$ cat config.mk
export PLATFORM = sky130hd
export DESIGN_NAME = pipe_skid_stage
export DESIGN_NICKNAME = d
export VERILOG_FILES = /design/src/rtl/pipe_pkg.sv /design/src/rtl/sat_counter.sv /design/src/rtl/pipe_skid_stage.sv
export SDC_FILE = /design/constraint.sdc
export NUM_CORES = 1
export LEC_CHECK = 0
export CAP_MARGIN = 20
export CORE_MARGIN = 2
export CORE_UTILIZATION = 55
export DETAILED_ROUTE_END_ITERATION = 12
export GPL_ROUTABILITY_DRIVEN = 0
export PLACE_DENSITY = 0.87
export SYNTH_ARGS = -nofsm -noshare
export SYNTH_HDL_FRONTEND = slang
export SYNTH_HIERARCHICAL = 1
export SYNTH_SLANG_ARGS = --single-unit
$ cat constraint.sdc
create_clock -name cpu_clk -period 4 [get_ports cpu_clk]
set_input_delay 0.8 -clock cpu_clk [delete_from_list [all_inputs] [get_ports cpu_clk]]
set_output_delay 0.8 -clock cpu_clk [all_outputs]
set_load 0.01 [all_outputs]
$ cat src/rtl/pipe_pkg.sv
// rtl/pipe_pkg.sv - shared types and constants for elastic pipeline stages
package pipe_pkg;

   typedef enum logic [1:0] {
      EMPTY = 2'd0,
      BUSY  = 2'd1,
      FULL  = 2'd2
   } stage_state_t;

   localparam logic [1:0] OCC_EMPTY = 2'd0;
   localparam logic [1:0] OCC_ONE   = 2'd1;
   localparam logic [1:0] OCC_TWO   = 2'd2;

endpackage

$ cat src/rtl/sat_counter.sv
// rtl/sat_counter.sv - saturating event counter with synchronous clear
module sat_counter #(
   parameter int WIDTH = 16
) (
   input  logic             cpu_clk,
   input  logic             cpu_rst_n,
   input  logic             inc,
   input  logic             clr,
   output logic [WIDTH-1:0] value
);

   localparam logic [WIDTH-1:0] MAX_VALUE = {WIDTH{1'b1}};
   localparam logic [WIDTH-1:0] ONE       = {{(WIDTH-1){1'b0}}, 1'b1};

   // Clear wins over increment so software can zero the count mid-stall.
   always_ff @(posedge cpu_clk) begin
      if (!cpu_rst_n) begin
         value <= '0;
      end else if (clr) begin
         value <= '0;
      end else if (inc && (value != MAX_VALUE)) begin
         value <= value + ONE;
      end
   end

endmodule

$ cat src/rtl/pipe_skid_stage.sv
// rtl/pipe_skid_stage.sv - two-entry skid pipeline register with flush and stall counter
module pipe_skid_stage
   import pipe_pkg::*;
#(
   parameter int                       PAYLOAD_WIDTH = 256,
   parameter logic [PAYLOAD_WIDTH-1:0] NOP_PAYLOAD   = '0,
   parameter int                       CNT_WIDTH     = 16
) (
   input  logic                     cpu_clk,
   input  logic                     cpu_rst_n,
   input  logic                     flush,
   input  logic                     up_valid,
   output logic                     up_ready,
   input  logic [PAYLOAD_WIDTH-1:0] up_payload,
   output logic                     dn_valid,
   input  logic                     dn_ready,
   output logic [PAYLOAD_WIDTH-1:0] dn_payload,
   output logic [1:0]               occupancy,
   output logic [CNT_WIDTH-1:0]     stall_cnt,
   input  logic                     stall_cnt_clr
);

   stage_state_t             state_q, state_d;
   logic [PAYLOAD_WIDTH-1:0] main_q, main_d;
   logic [PAYLOAD_WIDTH-1:0] skid_q, skid_d;
   logic                     beat_in, beat_out;

   // Handshake outputs come from the state register only; no path from dn_ready.
   assign up_ready   = (state_q != FULL);
   assign dn_valid   = (state_q != EMPTY);
   assign dn_payload = main_q;
   assign beat_in    = up_valid & up_ready;
   assign beat_out   = dn_valid & dn_ready;

   always_comb begin
      state_d = state_q;
      main_d  = main_q;
      skid_d  = skid_q;
      case (state_q)
         EMPTY: begin
            if (beat_in) begin
               state_d = BUSY;
               main_d  = up_payload;
            end
         end
         BUSY: begin
            if (beat_in && beat_out) begin
               main_d = up_payload;
            end else if (beat_in) begin
               state_d = FULL;
               skid_d  = up_payload;
            end else if (beat_out) begin
               state_d = EMPTY;
            end
         end
         FULL: begin
            if (beat_out) begin
               state_d = BUSY;
               main_d  = skid_q;
            end
         end
         default: begin
            state_d = EMPTY;
         end
      endcase
      // Flush overrides everything: incoming beat is dropped, held beats replaced by bubbles.
      if (flush) begin
         state_d = EMPTY;
         main_d  = NOP_PAYLOAD;
         skid_d  = NOP_PAYLOAD;
      end
   end

   always_ff @(posedge cpu_clk) begin
      if (!cpu_rst_n) begin
         state_q <= EMPTY;
         main_q  <= NOP_PAYLOAD;
         skid_q  <= NOP_PAYLOAD;
      end else begin
         state_q <= state_d;
         main_q  <= main_d;
         skid_q  <= skid_d;
      end
   end

   always_comb begin
      occupancy = OCC_EMPTY;
      case (state_q)
         EMPTY:   occupancy = OCC_EMPTY;
         BUSY:    occupancy = OCC_ONE;
         FULL:    occupancy = OCC_TWO;
         default: occupancy = OCC_EMPTY;
      endcase
   end

   sat_counter #(
      .WIDTH (CNT_WIDTH)
   ) u_stall_cnt (
      .cpu_clk   (cpu_clk),
      .cpu_rst_n (cpu_rst_n),
      .inc       (dn_valid & ~dn_ready),
      .clr       (stall_cnt_clr),
      .value     (stall_cnt)
   );

endmodule

==> results.md <==
* Layout overhead on the synthesized area at 30.8%
* Standby leakage power at 9.99 nW
* Area contributors post-synth: sky130_fd_sc_hd__dfxtp_1, sky130_fd_sc_hd__nand2_1, sky130_fd_sc_hd__a311oi_2, sky130_fd_sc_hd__a211oi_1, sky130_fd_sc_hd__a21oi_1
* Antenna Violating Nets Remaining at 0
* Post-route cell area at 30700 um^2
* Clk buf depth at 3
* Clock Tree Root: sky130_fd_sc_hd__clkbuf_16
* Vias in the first global route at 22240
* Gr usage total at 33.4%
* Final setup fails at 0
* Peak supply drop at 0.357 mV
* Register Area at 10600 um^2
* Int Power at 9.27 mW
* Library cell with the highest instance count after synthesis: sky130_fd_sc_hd__nand2_1
* Clock slew at reported path FFs at 0.06 ns
* Sequential fraction of the synthesis area at 45.2%
* Power density normalized to cell area at 401 nW/um^2
* Critical path capture point type: output port
* CTS tree: built
* Critical path class: register to output port
* Proportion of power drawn by the clock network at 42.9%
* Most instantiated cells after synthesis: sky130_fd_sc_hd__nand2_1, sky130_fd_sc_hd__dfxtp_1, sky130_fd_sc_hd__a21oi_1
* Highest fanout seen on the critical path at 55
* Mean cell area of the mapped netlist at 8.68 um^2
* Number of iterations in the first detailed-routing pass at 6
* Sw Pwr at 3.02 mW
* Setup fix buffers added after clock tree synthesis at 0
* Number of H-tree levels at 2
* Sequential fraction of design power at 44.8%
* Post-synth EDFFs at 0
* Vias per Instance at 6.27
* Post-DR wirelength/cell at 21.4 um
* Fin Setup TNS at 0 ns
* Die Y at 211 um
* PortBufs at 537
* Cells after synthesis at 2704
* Area inside the core boundary at 42000 um^2
* Post-detailed-placement cell area at 28800 um^2
* Number of synthesized register bits at 530
* Fraction of power spent switching nets at 24.6%
* Share of the clock period used by the worst path at 87.8%
* Via Count at 22832
* Area of the multi-input gates at 11500 um^2
* Final Hold Violating Endpoints at 0
* Post-detailed-routing wire length at 77800 um
* Area of the die at 44300 um^2
* Fraction of final layout cells with drive strength greater than 1 at 12.5%
* Violation count after the first detailed-routing iteration at 2390
* Cts bufs inserted at 54
* Transition at the pin with the smallest max-transition slack at 1.02 ns
* Run status: complete, no violations
* Clock latency on the worst-skew pair at 0.59 ns
* GRT Residual Overflow at 0
* Total of max-cap violations at 0
* Cell area after technology mapping at 23500 um^2
* Hold-fix buffer count after cts at 0
* First-pass GRT wire length at 120000 um
* Largest net degree at the start of global routing at 195
* Final net count at 3309
* Setup repair after global routing missed its margin: no
* Critical Path Start Type: register
* Ys flop type: sky130_fd_sc_hd__dfxtp_1
* Number of distinct library cells after synthesis at 53
* # clock sinks at 530
* Synthesized netlist net count at 2967
* Yosys synthesis warning count at 6
* Number of gates resized after CTS at 0
* Synth top area share at 45.2%
* Number of design rule violations left after detail routing at 0
* HP Class: register to register
* Critical path required time at 3.20 ns
* Count of standard-cell rows at 75
* Dominant cell type by area after synthesis: sky130_fd_sc_hd__dfxtp_1
* Maximum achievable frequency at 0.285 GHz
* Total power after layout at 12.3 mW
* Combinational group share of total power at 12.3%
* Top-level I/O count at 538
* Max-slew headroom at the worst pin at 31.8%
* Async S/R FF share, synth at 0%
* Initial Utilization at 55.8%
* Min Clock Period, post-route at 3.51 ns
* Antenna violations before repair at 17
* Filler instances at 2883
* Die width at 211 um
* Max Clock Skew at 0.0263 ns
* Final HPWL from detailed placement at 47100 um
* Max Transition Viols Final at 0
* Worst EP arrival at 2.71 ns
[path summary, 6_finish.rpt]
check,from,endpoint,slack (ns),cells after the start
max,state_q[1]$_SDFFE_PP0P_,occupancy[1],0.49,3
min,skid_q[104]$_SDFFE_PP0P_,skid_q[104]$_SDFFE_PP0P_,0.45,2
max reg2reg,state_q[1]$_SDFFE_PP0P_,dn_payload[138]$_SDFFE_PP0P_,1.18,5
min reg2reg,skid_q[104]$_SDFFE_PP0P_,skid_q[104]$_SDFFE_PP0P_,0.45,2
[placed cells by master (no fill, tap or decap), types with 4 or more instances in the layout]
cell type	instances
sky130_fd_sc_hd__a211oi_1	256
sky130_fd_sc_hd__a21oi_1	261
sky130_fd_sc_hd__a311oi_1	16
sky130_fd_sc_hd__a311oi_2	240
sky130_fd_sc_hd__and2_1	4
sky130_fd_sc_hd__buf_12	25
sky130_fd_sc_hd__buf_4	12
sky130_fd_sc_hd__bufinv_16	5
sky130_fd_sc_hd__clkbuf_1	8
sky130_fd_sc_hd__clkbuf_16	55
sky130_fd_sc_hd__clkbuf_8	16
sky130_fd_sc_hd__clkdlybuf4s50_1	537
sky130_fd_sc_hd__clkinv_2	9
sky130_fd_sc_hd__dfxtp_1	530
sky130_fd_sc_hd__diode_2	15
sky130_fd_sc_hd__nand2_1	1030
sky130_fd_sc_hd__nand3_1	4
sky130_fd_sc_hd__nor2_1	11
sky130_fd_sc_hd__o21ai_0	4
[critical path, cell delays in order (launching register included)]
cell and delay [ns]:
sky130_fd_sc_hd__dfxtp_1 0.61, sky130_fd_sc_hd__nand2b_4 0.42, sky130_fd_sc_hd__inv_8 0.43, sky130_fd_sc_hd__clkdlybuf4s50_1 0.63
[final cells by class]
class	instances	area share, %
repair buffers	574	19.4
multi-input cells	1883	37.6
well taps	539	2.20
diodes	15	0.122
inverters	3	0.0611
clock inverters	19	0.766
flip-flops and latches	530	34.6
clock buffers	79	5.30
[cells by family (layout without fill, tap and decap cells)]
group           count (synthesis)  in the layout  share of synthesized area [%]
buf+inv                       291            675                           5.97
xor+xnor                        4              4                          0.149
flops                         530            530                           45.2
fa+ha+maj                       1              1                         0.0533
other cells                     0             15                              0
simple gates                 1082           1082                           18.0
compound gates                795            795                           30.5
mux                             1              1                         0.0427
[registers in the layout, indices dropped and copies added, names as in the netlist]
register           flops
dn_payload           256
state_q                2
skid_q               256
u_stall_cnt/value     16
[metal layers]
metal	share of wire, %	global-route usage, %	up-vias
met1	36	38.8	10986
met3	9.3	9.06	291
li1	-	-	10280
met4	6.2	20.6	6
met2	48	55.0	1269
met5	0.059	0	-
[metrics by stage]
stage	worst slack (ns)	utilization, %	hold slack [ns]	std cells
5_1_grt	0.377	73.0	0.469	3641
6_report	0.490	73.0	0.453	3642
2_1_floorplan	1.95	-	0.437	2704
4_1_cts	0.439	72.9	0.455	3627
3_3_place_gp	0.955	68.5	0.441	3529
3_5_place_dp	0.929	68.5	0.447	3529
[power by group through the flow]
| stage | Clock, mW | Sequential, mW | Combinational [mW] |
|---|---|---|---|
| after global placement | 0 | 5.62 | 1.45 |
| after global routing | 5.53 | 5.52 | 1.60 |
| final | 5.27 | 5.51 | 1.51 |
| after CTS | 5.32 | 5.51 | 1.50 |
| after detailed placement | 0 | 5.62 | 1.49 |
| after floorplan | 0 | 5.66 | 0.710 |
(Power assumes the default switching activity.)
